--- src/rtl/rambus_block_reader_if.sv ---
// Wishbone bus between the block reader (master) and the OpenRAM port-B slave.
// Also carries the clock/reset forwarded to the RAM wrapper.
interface rambus_block_reader_if;
    logic        rambus_wb_clk_o;
    logic        rambus_wb_rst_o;
    logic        rambus_wb_cyc_o;
    logic        rambus_wb_stb_o;
    logic        rambus_wb_we_o;
    logic [3:0]  rambus_wb_sel_o;
    logic [31:0] rambus_wb_dat_o;
    logic [9:0]  rambus_wb_adr_o;
    logic        rambus_wb_ack_i;
    logic [31:0] rambus_wb_dat_i;

    modport master (
        output rambus_wb_clk_o, rambus_wb_rst_o, rambus_wb_cyc_o, rambus_wb_stb_o,
        output rambus_wb_we_o, rambus_wb_sel_o, rambus_wb_dat_o, rambus_wb_adr_o,
        input  rambus_wb_ack_i, rambus_wb_dat_i
    );

    modport slave (
        input  rambus_wb_clk_o, rambus_wb_rst_o, rambus_wb_cyc_o, rambus_wb_stb_o,
        input  rambus_wb_we_o, rambus_wb_sel_o, rambus_wb_dat_o, rambus_wb_adr_o,
        output rambus_wb_ack_i, rambus_wb_dat_i
    );
endinterface

--- src/rtl/rambus_block_reader.sv ---
// Wishbone block reader: fetches len_words words with single classic reads (one outstanding)
// into a small FIFO and streams them out on a valid/ready port; optional looping playback.
module rambus_block_reader #(
    parameter int FIFO_DEPTH     = 4,
    parameter int TIMEOUT_CYCLES = 64
) (
    input  logic        wb_clk_i,
    input  logic        wb_rst_i,
    input  logic        start,
    input  logic        stop,
    input  logic [9:0]  base_addr,
    input  logic [8:0]  len_words,
    input  logic        loop,
    output logic        busy,
    output logic        done,
    output logic        err,
    output logic [31:0] out_data,
    output logic        out_valid,
    input  logic        out_ready,
    rambus_block_reader_if.master rambus
);

    localparam int AW = $clog2(FIFO_DEPTH);
    localparam int TW = $clog2(TIMEOUT_CYCLES);
    localparam logic [TW-1:0] TMO_LAST = TW'(TIMEOUT_CYCLES - 1);
    localparam logic [AW:0]   FIFO_FULL = (AW+1)'(FIFO_DEPTH);

    typedef enum logic [1:0] {
        IDLE  = 2'd0,
        REQ   = 2'd1,
        GAP   = 2'd2,
        FLUSH = 2'd3
    } state_t;

    state_t         state_r;
    logic [9:0]     adr_r;
    logic [9:0]     base_r;
    logic [8:0]     len_r;
    logic [8:0]     remain_r;
    logic           loop_r;
    logic           stop_pend_r;
    logic           cyc_r;
    logic           busy_r;
    logic           done_r;
    logic           err_r;
    logic [TW-1:0]  tmo_r;

    logic [31:0]    mem_r [FIFO_DEPTH];
    logic [AW:0]    wr_ptr_r;
    logic [AW:0]    rd_ptr_r;

    logic [AW:0]    count_s;
    logic           not_empty_s;
    logic           space_s;
    logic           push_s;
    logic           pop_s;
    logic           stopping_s;
    logic           ack_s;
    logic           unused_s;

    assign ack_s    = rambus.rambus_wb_ack_i;
    assign unused_s = ^base_addr[1:0];

    // FIFO status and handshake decode
    always_comb begin
        count_s     = wr_ptr_r - rd_ptr_r;
        not_empty_s = (count_s != {(AW+1){1'b0}});
        space_s     = (count_s < FIFO_FULL);
        pop_s       = not_empty_s & out_ready;
        stopping_s  = stop_pend_r | stop;
        // a read that completes after stop is discarded rather than buffered
        push_s      = (state_r == REQ) & ack_s & ~stopping_s;
    end

    // Output FIFO storage and pointers; FLUSH discards everything in one cycle
    always_ff @(posedge wb_clk_i or posedge wb_rst_i) begin
        if (wb_rst_i) begin
            wr_ptr_r <= {(AW+1){1'b0}};
            rd_ptr_r <= {(AW+1){1'b0}};
            for (int i = 0; i < FIFO_DEPTH; i++) begin
                mem_r[i] <= 32'd0;
            end
        end else if (state_r == FLUSH) begin
            rd_ptr_r <= wr_ptr_r;
        end else begin
            if (push_s) begin
                mem_r[wr_ptr_r[AW-1:0]] <= rambus.rambus_wb_dat_i;
                wr_ptr_r <= wr_ptr_r + (AW+1)'(1);
            end
            if (pop_s) begin
                rd_ptr_r <= rd_ptr_r + (AW+1)'(1);
            end
        end
    end

    // Read sequencer FSM with registered bus and status outputs
    always_ff @(posedge wb_clk_i or posedge wb_rst_i) begin
        if (wb_rst_i) begin
            state_r     <= IDLE;
            adr_r       <= 10'd0;
            base_r      <= 10'd0;
            len_r       <= 9'd0;
            remain_r    <= 9'd0;
            loop_r      <= 1'b0;
            stop_pend_r <= 1'b0;
            cyc_r       <= 1'b0;
            busy_r      <= 1'b0;
            done_r      <= 1'b0;
            err_r       <= 1'b0;
            tmo_r       <= {TW{1'b0}};
        end else begin
            done_r <= 1'b0;
            case (state_r)
                IDLE: begin
                    if (start && !stop) begin
                        err_r <= 1'b0;
                        if (len_words != 9'd0) begin
                            base_r      <= {base_addr[9:2], 2'b00};
                            adr_r       <= {base_addr[9:2], 2'b00};
                            len_r       <= len_words;
                            remain_r    <= len_words;
                            loop_r      <= loop;
                            stop_pend_r <= 1'b0;
                            busy_r      <= 1'b1;
                            state_r     <= GAP;
                        end else begin
                            done_r <= 1'b1;
                        end
                    end
                end
                GAP: begin
                    if (stop) begin
                        state_r <= FLUSH;
                    end else if (space_s) begin
                        cyc_r   <= 1'b1;
                        tmo_r   <= {TW{1'b0}};
                        state_r <= REQ;
                    end
                end
                REQ: begin
                    if (ack_s) begin
                        cyc_r <= 1'b0;
                        if (stopping_s) begin
                            state_r <= FLUSH;
                        end else if (remain_r == 9'd1) begin
                            if (loop_r) begin
                                adr_r    <= base_r;
                                remain_r <= len_r;
                                state_r  <= GAP;
                            end else begin
                                adr_r    <= adr_r + 10'd4;
                                remain_r <= 9'd0;
                                done_r   <= 1'b1;
                                busy_r   <= 1'b0;
                                state_r  <= IDLE;
                            end
                        end else begin
                            adr_r    <= adr_r + 10'd4;
                            remain_r <= remain_r - 9'd1;
                            state_r  <= GAP;
                        end
                    end else if (tmo_r == TMO_LAST) begin
                        cyc_r <= 1'b0;
                        err_r <= 1'b1;
                        if (stopping_s) begin
                            state_r <= FLUSH;
                        end else begin
                            busy_r  <= 1'b0;
                            state_r <= IDLE;
                        end
                    end else begin
                        tmo_r <= tmo_r + TW'(1);
                        if (stop) begin
                            stop_pend_r <= 1'b1;
                        end
                    end
                end
                FLUSH: begin
                    busy_r      <= 1'b0;
                    stop_pend_r <= 1'b0;
                    state_r     <= IDLE;
                end
                default: begin
                    cyc_r   <= 1'b0;
                    busy_r  <= 1'b0;
                    state_r <= IDLE;
                end
            endcase
        end
    end

    assign busy      = busy_r;
    assign done      = done_r;
    assign err       = err_r;
    assign out_valid = not_empty_s;
    assign out_data  = mem_r[rd_ptr_r[AW-1:0]];

    assign rambus.rambus_wb_clk_o = wb_clk_i;
    assign rambus.rambus_wb_rst_o = wb_rst_i;
    assign rambus.rambus_wb_cyc_o = cyc_r;
    assign rambus.rambus_wb_stb_o = cyc_r;
    assign rambus.rambus_wb_we_o  = 1'b0;
    assign rambus.rambus_wb_sel_o = 4'hF;
    assign rambus.rambus_wb_dat_o = 32'd0;
    assign rambus.rambus_wb_adr_o = adr_r;

endmodule

--- src/flat_wrapper.sv ---
// flat-port wrapper written by rule: the top's interface ports become plain ports
module rambus_block_reader_flat 
#(
    parameter int FIFO_DEPTH     = 4,
    parameter int TIMEOUT_CYCLES = 64
)
  (wb_clk_i, wb_rst_i, start, stop, base_addr, len_words, loop, busy, done, err, out_data, out_valid, out_ready, rambus_rambus_wb_clk_o, rambus_rambus_wb_rst_o, rambus_rambus_wb_cyc_o, rambus_rambus_wb_stb_o, rambus_rambus_wb_we_o, rambus_rambus_wb_sel_o, rambus_rambus_wb_dat_o, rambus_rambus_wb_adr_o, rambus_rambus_wb_ack_i, rambus_rambus_wb_dat_i);
  rambus_block_reader_if rambus_i ();
  input  logic wb_clk_i;
  input  logic wb_rst_i;
  input  logic start;
  input  logic stop;
  input  logic [9:0] base_addr;
  input  logic [8:0] len_words;
  input  logic loop;
  output logic busy;
  output logic done;
  output logic err;
  output logic [31:0] out_data;
  output logic out_valid;
  input  logic out_ready;
  output wire logic [$bits(rambus_i.rambus_wb_clk_o)-1:0] rambus_rambus_wb_clk_o;
  output wire logic [$bits(rambus_i.rambus_wb_rst_o)-1:0] rambus_rambus_wb_rst_o;
  output wire logic [$bits(rambus_i.rambus_wb_cyc_o)-1:0] rambus_rambus_wb_cyc_o;
  output wire logic [$bits(rambus_i.rambus_wb_stb_o)-1:0] rambus_rambus_wb_stb_o;
  output wire logic [$bits(rambus_i.rambus_wb_we_o)-1:0] rambus_rambus_wb_we_o;
  output wire logic [$bits(rambus_i.rambus_wb_sel_o)-1:0] rambus_rambus_wb_sel_o;
  output wire logic [$bits(rambus_i.rambus_wb_dat_o)-1:0] rambus_rambus_wb_dat_o;
  output wire logic [$bits(rambus_i.rambus_wb_adr_o)-1:0] rambus_rambus_wb_adr_o;
  input wire logic [$bits(rambus_i.rambus_wb_ack_i)-1:0] rambus_rambus_wb_ack_i;
  input wire logic [$bits(rambus_i.rambus_wb_dat_i)-1:0] rambus_rambus_wb_dat_i;
  assign rambus_rambus_wb_clk_o = rambus_i.rambus_wb_clk_o;
  assign rambus_rambus_wb_rst_o = rambus_i.rambus_wb_rst_o;
  assign rambus_rambus_wb_cyc_o = rambus_i.rambus_wb_cyc_o;
  assign rambus_rambus_wb_stb_o = rambus_i.rambus_wb_stb_o;
  assign rambus_rambus_wb_we_o = rambus_i.rambus_wb_we_o;
  assign rambus_rambus_wb_sel_o = rambus_i.rambus_wb_sel_o;
  assign rambus_rambus_wb_dat_o = rambus_i.rambus_wb_dat_o;
  assign rambus_rambus_wb_adr_o = rambus_i.rambus_wb_adr_o;
  assign rambus_i.rambus_wb_ack_i = rambus_rambus_wb_ack_i;
  assign rambus_i.rambus_wb_dat_i = rambus_rambus_wb_dat_i;
  rambus_block_reader #(.FIFO_DEPTH(FIFO_DEPTH), .TIMEOUT_CYCLES(TIMEOUT_CYCLES)) u_core (.wb_clk_i(wb_clk_i), .wb_rst_i(wb_rst_i), .start(start), .stop(stop), .base_addr(base_addr), .len_words(len_words), .loop(loop), .busy(busy), .done(done), .err(err), .out_data(out_data), .out_valid(out_valid), .out_ready(out_ready), .rambus(rambus_i));
endmodule
--- config.mk ---
export PLATFORM = sky130hd
export DESIGN_NAME = rambus_block_reader_flat
export DESIGN_NICKNAME = d
export VERILOG_FILES = /design/src/rtl/rambus_block_reader_if.sv /design/src/rtl/rambus_block_reader.sv /design/src/flat_wrapper.sv
export SDC_FILE = /design/constraint.sdc
export NUM_CORES = 1
export LEC_CHECK = 0
export BUFFER_PORTS_ARGS = -buffer_cell sky130_fd_sc_hd__clkbuf_2
export CORE_ASPECT_RATIO = 1.5
export CORE_MARGIN = 2
export CORE_UTILIZATION = 28
export CTS_CLUSTER_SIZE = 14
export DETAILED_ROUTE_END_ITERATION = 8
export GPL_TIMING_DRIVEN = 0
export SLEW_MARGIN = 10
export SYNTH_ARGS = -nofsm -noshare
export SYNTH_HDL_FRONTEND = slang
export SYNTH_SLANG_ARGS = --single-unit
export TNS_END_PERCENT = 20
--- constraint.sdc ---
create_clock -name wb_clk_i -period 7.45 [get_ports wb_clk_i]
set_clock_uncertainty 0.1 [all_clocks]
set_input_delay 1.49 -clock wb_clk_i [delete_from_list [all_inputs] [get_ports wb_clk_i]]
set_output_delay 1.49 -clock wb_clk_i [all_outputs]
set_load 0.01 [all_outputs]
==> impl_metrics.py, run 1 <==
metrics = {
    "power_and_ir_drop": {
        "power_density_nw_per_um2": 392.1,
        "total_power_mw": 4.205,
        "sw_frac_of_total": 0.3508,
        "combPwrFrac": 0.371,
        "ir_drop_uv": 134.3,
        "clkPwrFrac": 0.238,
        "internal-power_mw": 2.730,
        "p_leak_nw": 5.136,
        "power_switching_mw": 1.475,
        "p_seq_frac": 0.391,
    },
    "finish": {
        "diodes": 0,
        "design_area_um2": 10720,
        "final_cells": 1286,
        "drive_gt1_frac": 0.4132,
        "area_growth_pct": 20.93,
        "nets": 937,
    },
    "synth": {
        "synth.yosys.seq_area_share": 0.5136,
        "synth.distinct_cells": 53,
        "synth_edf_count": 0,
        "synth_area_leaders": "dfrtp_1 (51%), mux2_2 (17%), mux4_2 (8.1%)",
        "syn_area_um2": 8867,
        "ys.flop_type": "dfrtp_1",
        "yosys.area.top_type": "dfrtp_1",
        "synth.most_common_cell": "dfrtp_1",
        "avgSynthCellArea_um2": 12.58,
        "ys_warn_count": 0,
        "postSynthRegisterBits": 182,
        "synthArstFlopShare": 1.000,
        "netlist_instances": 705,
        "yosysTopAreaCellShare": 0.5136,
        "synth_commonest_cells": "dfrtp_1 (182), mux2_2 (130), nand2_1 (73)",
    },
    "clock_network": {
        "postCtsHoldBufs": 0,
        "post-cts-setup-buffers": 0,
        "cts_tree": "built",
        "path_clk_slew_ns": 0.07,
        "clk_latency_ns": 0.55,
        "ctsResizeCount": 0,
    },
    "drt": {
        "vias": 6063,
        "detail-route-antenna-nets": 0,
        "drt-vias-per-instance": 4.715,
        "wl_per_cell_um": 16.43,
        "drc_errors": 0,
        "drtIter0Drc": 222,
        "wl_mm": 21.12,
        "drt-pass1-iter-count": 4,
    },
    "global_routing": {
        "grt_usage": 0.1315,
        "antenna_found_initial": 0,
        "grt_overflow": 0,
        "grt_pass1_wl_mm": 33.87,
        "grt_max_degree": 95,
        "grt_pass1_vias": 6327,
    },
    "floorplan": {
        "die_w_um": 149.3,
        "die_h_um": 222.0,
        "start_util": 0.2848,
        "io_pins": 145,
        "core-area_um2": 31140,
        "fp-row-count": 79,
        "dieArea_um2": 33140,
    },
    "worst_setup_path": {
        "crit_path_cell_trace": "clkbuf_16 -> clkbuf_16 -> buf_4 -> clkbuf_2",
        "critPathTopFamily": "buffers and inverters",
        "crit_type": "clock port to output pin",
        "critPathBufInv": 4,
        "cp_slowest_stage_delay_ns": 0.13,
        "worstPathArrival_ns": 4.20,
        "crit_required_ns": 5.86,
        "start_kind": "clock port",
        "cpMaxStageDelayCell": "clkbuf_16",
        "crit_top_cell": "clkbuf_16",
        "reg2reg_slack_ns": 4.73,
        "crit_path_max_fanout": 2,
        "cp-end-kind": "output pin",
    },
    "place": {
        "port_buffers": 103,
        "dp_hpwl_mm": 14.95,
        "dp_cells": 1251,
        "placed_area_um2": 10060,
        "dp_slack_ns": 1.920,
        "gp_congestion": 0.8215,
    },
    "job": {
        "drv_cap": 0,
    },
    "timing": {
        "slew_viol_final": 0,
        "hold_viol": 0,
        "rsz0062_at_grt": "false",
        "worst-slew-pin-transition_ns": 0.8519,
        "finalSetupViolCount": 0,
        "slew_headroom": 0.4268,
        "final.setup.worst_slack_ns": 1.662,
    },
    "status": {
        "status": "finished, final reports clean",
    },
    "worst_hold_path": {
        "hold_class": "register to register",
    },
}
layout by cell type, fill, tap and decap left out, drive strengths merged, types with 7 or more instances in the layout:
master  Yosys  final
a21oi      17     17
dfrtp     182    182
nor3       10     10
clkbuf     19    143
mux4       32     32
inv        10     15
nand3      10     10
o211ai      8      8
a211oi      7      7
nand2      73     73
buf        59     60
o31ai       8      8
mux2      130    130
conb        2     39
ha         10     10
o21ai      28     28
nor2       22     22
and3        8      8
routing by layer:
layer | GRT usage | up-vias | part of all wire
li1 | - | 2822 | -
met1 | 0.1535 | 3061 | 0.42
met2 | 0.2344 | 155 | 0.52
met3 | 0.02634 | 25 | 0.038
met4 | 0.05131 | 0 | 0.020
met5 | 0 | - | 0
logic make-up after synthesis:
kind of cell | count (synthesis) | synth area share
adders and majority gates | 11 | 0.01637
xor gates and xnor gates | 12 | 0.01340
other | 2 | 0.0008469
muxes | 164 | 0.2486
AOI/OAI and AO/OA | 93 | 0.06773
DFF | 182 | 0.5136
and+or+nand+nor | 153 | 0.08198
buffers and inverters | 88 | 0.05743
state kept, by name (all words and copies together) (netlist names), 3 cells and up:
signal,cells
u_core.base_r,8
u_core.rd_ptr_r,3
u_core.mem_r,128
u_core.rambus.rambus_wb_adr_o,8
u_core.wr_ptr_r,3
u_core.remain_r,9
u_core.len_r,9
u_core.tmo_r,6
final timing paths:
check                              startpoint                                to  cells past startpoint
max                                  wb_clk_i            rambus_rambus_wb_clk_o                      4
min                          u_core.base_r[3]                  u_core.base_r[3]                      2
min in group asynchronous            wb_rst_i                  u_core.mem_r[40]                      2
min reg2reg                  u_core.base_r[3]                  u_core.base_r[3]                      2
max in group asynchronous            wb_rst_i                  u_core.mem_r[89]                      3
max reg2reg                u_core.remain_r[1]  u_core.rambus.rambus_wb_adr_o[7]                      8
through the flow:
step                      setup TNS (ns)    util  hold WS, ns
after detailed placement               0  0.3232       0.3612
after global placement           -249.53  0.3221       0.3606
final                                  0  0.3444       0.3798
after floorplan                        0       -       0.3379
after CTS                              0  0.3444       0.3790
after global routing                   0  0.3444       0.4040
power groups by stage:
stage | clock network, mW | logic (mW) | registers, mW
global placement | 0.0155 | 1.56 | 1.65
global route | 1.08 | 1.72 | 1.70
floorplan | 0.0111 | 1.13 | 1.59
finish | 1.00 | 1.56 | 1.65
detailed placement | 0.0155 | 1.59 | 1.66
CTS | 1.03 | 1.59 | 1.64
area by class of cell:
| cell class | count | area [um2] |
|---|---|---|
| Fill cell | 3093 | 20410 |
| Sequential cell | 182 | 4554 |
| Inverter | 10 | 45.04 |
| Clock inverter | 14 | 145.1 |
| Clock buffer | 22 | 519.2 |
| Multi-Input combinational cell | 472 | 3943 |
| Timing Repair Buffer | 103 | 538.0 |
| Buffer | 78 | 471.7 |
| Tap cell | 405 | 506.7 |
tightest hold or removal path: stages, from the launching register on:
cell	delay (ns)
dfrtp_1	0.34
nand2_1	0.05
nand2_1	0.06
Power figures use the tool's default switching activity.
==> run 2: changes to the inputs <==
==> constraint.sdc (replaced) <==
create_clock -name wb_clk_i -period 4.9 [get_ports wb_clk_i]
set_clock_uncertainty 0.1 [all_clocks]
set_input_delay 0.98 -clock wb_clk_i [delete_from_list [all_inputs] [get_ports wb_clk_i]]
set_output_delay 0.98 -clock wb_clk_i [all_outputs]
set_load 0.01 [all_outputs]
==> run 2 against run 1 <==
Net effect: setup slack worse by 0.77 ns; non-clock buffer count up 4; via count down 1.1%; global-route usage up 0.16 points; critical endpoint unchanged; worst hold slack better by 0.0014 ns; critical path type unchanged; critical path depth unchanged; sequential share of layout area down 0.51 points; cell count up 0.31%; first-iteration DRC count up 3.2%; clock power up 65%; routed wire length down 1.2%; sequential cell count unchanged.
==> impl_metrics.py, run 2 (synthesized netlist as in run 1, its figures left out) <==
metrics = {
    "worst_setup_path": {
        "crit_path_max_fanout": 2,
        "start_kind": "clock port",
        "crit_required_ns": 3.82,
        "cp-end-kind": "output pin",
        "reg2reg_from": "u_core.wr_ptr_r[0]",
        "r2r_end": "u_core.tmo_r[0]",
        "r2r_cells": 8,
        "crit_type": "clock port to output pin",
        "reg2reg_slack_ns": 2.25,
        "worstPathArrival_ns": 2.93,
    },
    "drt": {
        "drtIter0Drc": 229,
        "wl_met2_mm": 10.98,
        "wl_mm": 20.87,
        "vias": 5998,
        "wl_per_cell_um": 16.18,
        "drt-pass1-iter-count": 4,
        "drt-vias-per-instance": 4.650,
        "met3_length_um": 808,
        "routed.top_layer": "met4",
        "detail-route-antenna-nets": 0,
        "drc_errors": 0,
        "wl_met1_mm": 8.614,
    },
    "finish": {
        "regMostFlops": "u_core.mem_r",
        "drive_gt1_frac": 0.4147,
        "reg.largest.list": "u_core.mem_r (128), u_core.len_r (9), u_core.remain_r (9)",
        "nets": 941,
        "diodes": 0,
        "final_cell_mix": "dfrtp_1 (182), mux2_2 (130), clkbuf_2 (104)",
        "seqCellArea_um2": 4554,
        "multiInputGateArea_um2": 3943,
        "area_growth_pct": 22.41,
        "post-route-util": 0.3486,
        "final_common_cell": "dfrtp_1",
        "n_fill_cell": 3117,
        "largest_reg_flops": 128,
    },
    "timing": {
        "fin_tns_setup_ns": 0,
        "slew_viol_final": 0,
        "finalSetupViolCount": 0,
        "slew_headroom": 0.4153,
        "rsz0062_at_grt": "false",
        "worst-slew-pin-transition_ns": 0.8704,
        "hold_viol": 0,
    },
    "worst_hold_path": {
        "min_path_cells": 2,
        "hold_class": "register to register",
        "min_from": "u_core.base_r[9]",
        "hold_path_end": "u_core.base_r[9]",
    },
    "place": {
        "gp_congestion": 0.8218,
        "dp_hpwl_mm": 15.32,
        "port_buffers": 103,
    },
    "power_and_ir_drop": {
        "ir_drop_uv": 271.1,
        "power_density_nw_per_um2": 601.6,
        "p_leak_nw": 5.204,
    },
    "clock_network": {
        "post-cts-setup-buffers": 0,
        "path_clk_slew_ns": 0.07,
        "clk_latency_ns": 0.55,
        "ctsResizeCount": 0,
        "cts_tree": "built",
        "postCtsHoldBufs": 0,
    },
    "global_routing": {
        "grt_pass1_vias": 6355,
        "grt_pass1_wl_mm": 34.02,
        "grt_usage": 0.1331,
        "grt_max_degree": 36,
        "grt_overflow": 0,
        "antenna_found_initial": 0,
    },
    "floorplan": {
        "dieArea_um2": 33140,
        "start_util": 0.2848,
        "core-area_um2": 31140,
        "die_w_um": 149.3,
        "io_pins": 145,
        "fp-row-count": 79,
        "die_h_um": 222.0,
    },
    "job": {
        "drv_cap": 0,
    },
    "status": {
        "status": "finished, final reports clean",
    },
}
==> run 2: per-stage QoR <==
step	instances	instance area [um2]	hold slack (ns)	power, mW	worst slack [ns]
3_5_place_dp	1255	10130	0.3702	4.968	1.155
5_1_grt	1290	10850	0.4129	6.995	0.8781
4_1_cts	1290	10850	0.3875	6.627	0.8861
2_1_floorplan	742	9010	0.3379	4.160	1.251
3_3_place_gp	1250	10030	0.3628	4.894	0.2211
6_report	1290	10850	0.3812	6.530	0.8932
==> run 2: critical path: stages <==
cell and delay (ns):
clkbuf_16 0.12, clkbuf_16 0.13, buf_4 0.12, clkbuf_2 0.12
==> run 2: metal layers <==
| metal | vias up | global-route usage |
|---|---|---|
| met5 | - | 0 |
| met4 | 0 | 0.06298 |
| met3 | 33 | 0.02840 |
| met2 | 144 | 0.2328 |
| met1 | 3006 | 0.1534 |
| li1 | 2815 | - |
==> run 2: worst max-delay path by stage <==
stage / end / from / depth (start not counted) / slack [ns]
floorplan: rambus_rambus_wb_clk_o / wb_clk_i / 1 / 1.25
global placement: u_core.mem_r[89] / wb_rst_i / 2 / 0.22
detailed placement: rambus_rambus_wb_clk_o / wb_clk_i / 2 / 1.15
CTS: rambus_rambus_wb_clk_o / wb_clk_i / 4 / 0.89
global route: rambus_rambus_wb_clk_o / wb_clk_i / 4 / 0.88
finish: rambus_rambus_wb_clk_o / wb_clk_i / 4 / 0.89
==> run 2: power by group <==
group / total, mW / switching [mW] / internal (mW) / leakage, nW
registers: 2.50 / 0.389 / 2.11 / 2.36
logic: 2.37 / 1.18 / 1.20 / 2.48
clock network: 1.65 / 0.644 / 1.01 / 0.361
total: 6.53 / 2.21 / 4.32 / 5.20
==> run 2: layout make-up <==
| type | instances | share of cell area |
|---|---|---|
| tap | 405 | 0.04669 |
| multi-input combinational | 472 | 0.3632 |
| clock inverter | 12 | 0.01752 |
| clock buffer | 24 | 0.04945 |
| inverter | 10 | 0.003804 |
| timing repair buffer | 107 | 0.05625 |
| sequential | 182 | 0.4196 |
| buffer | 78 | 0.04346 |
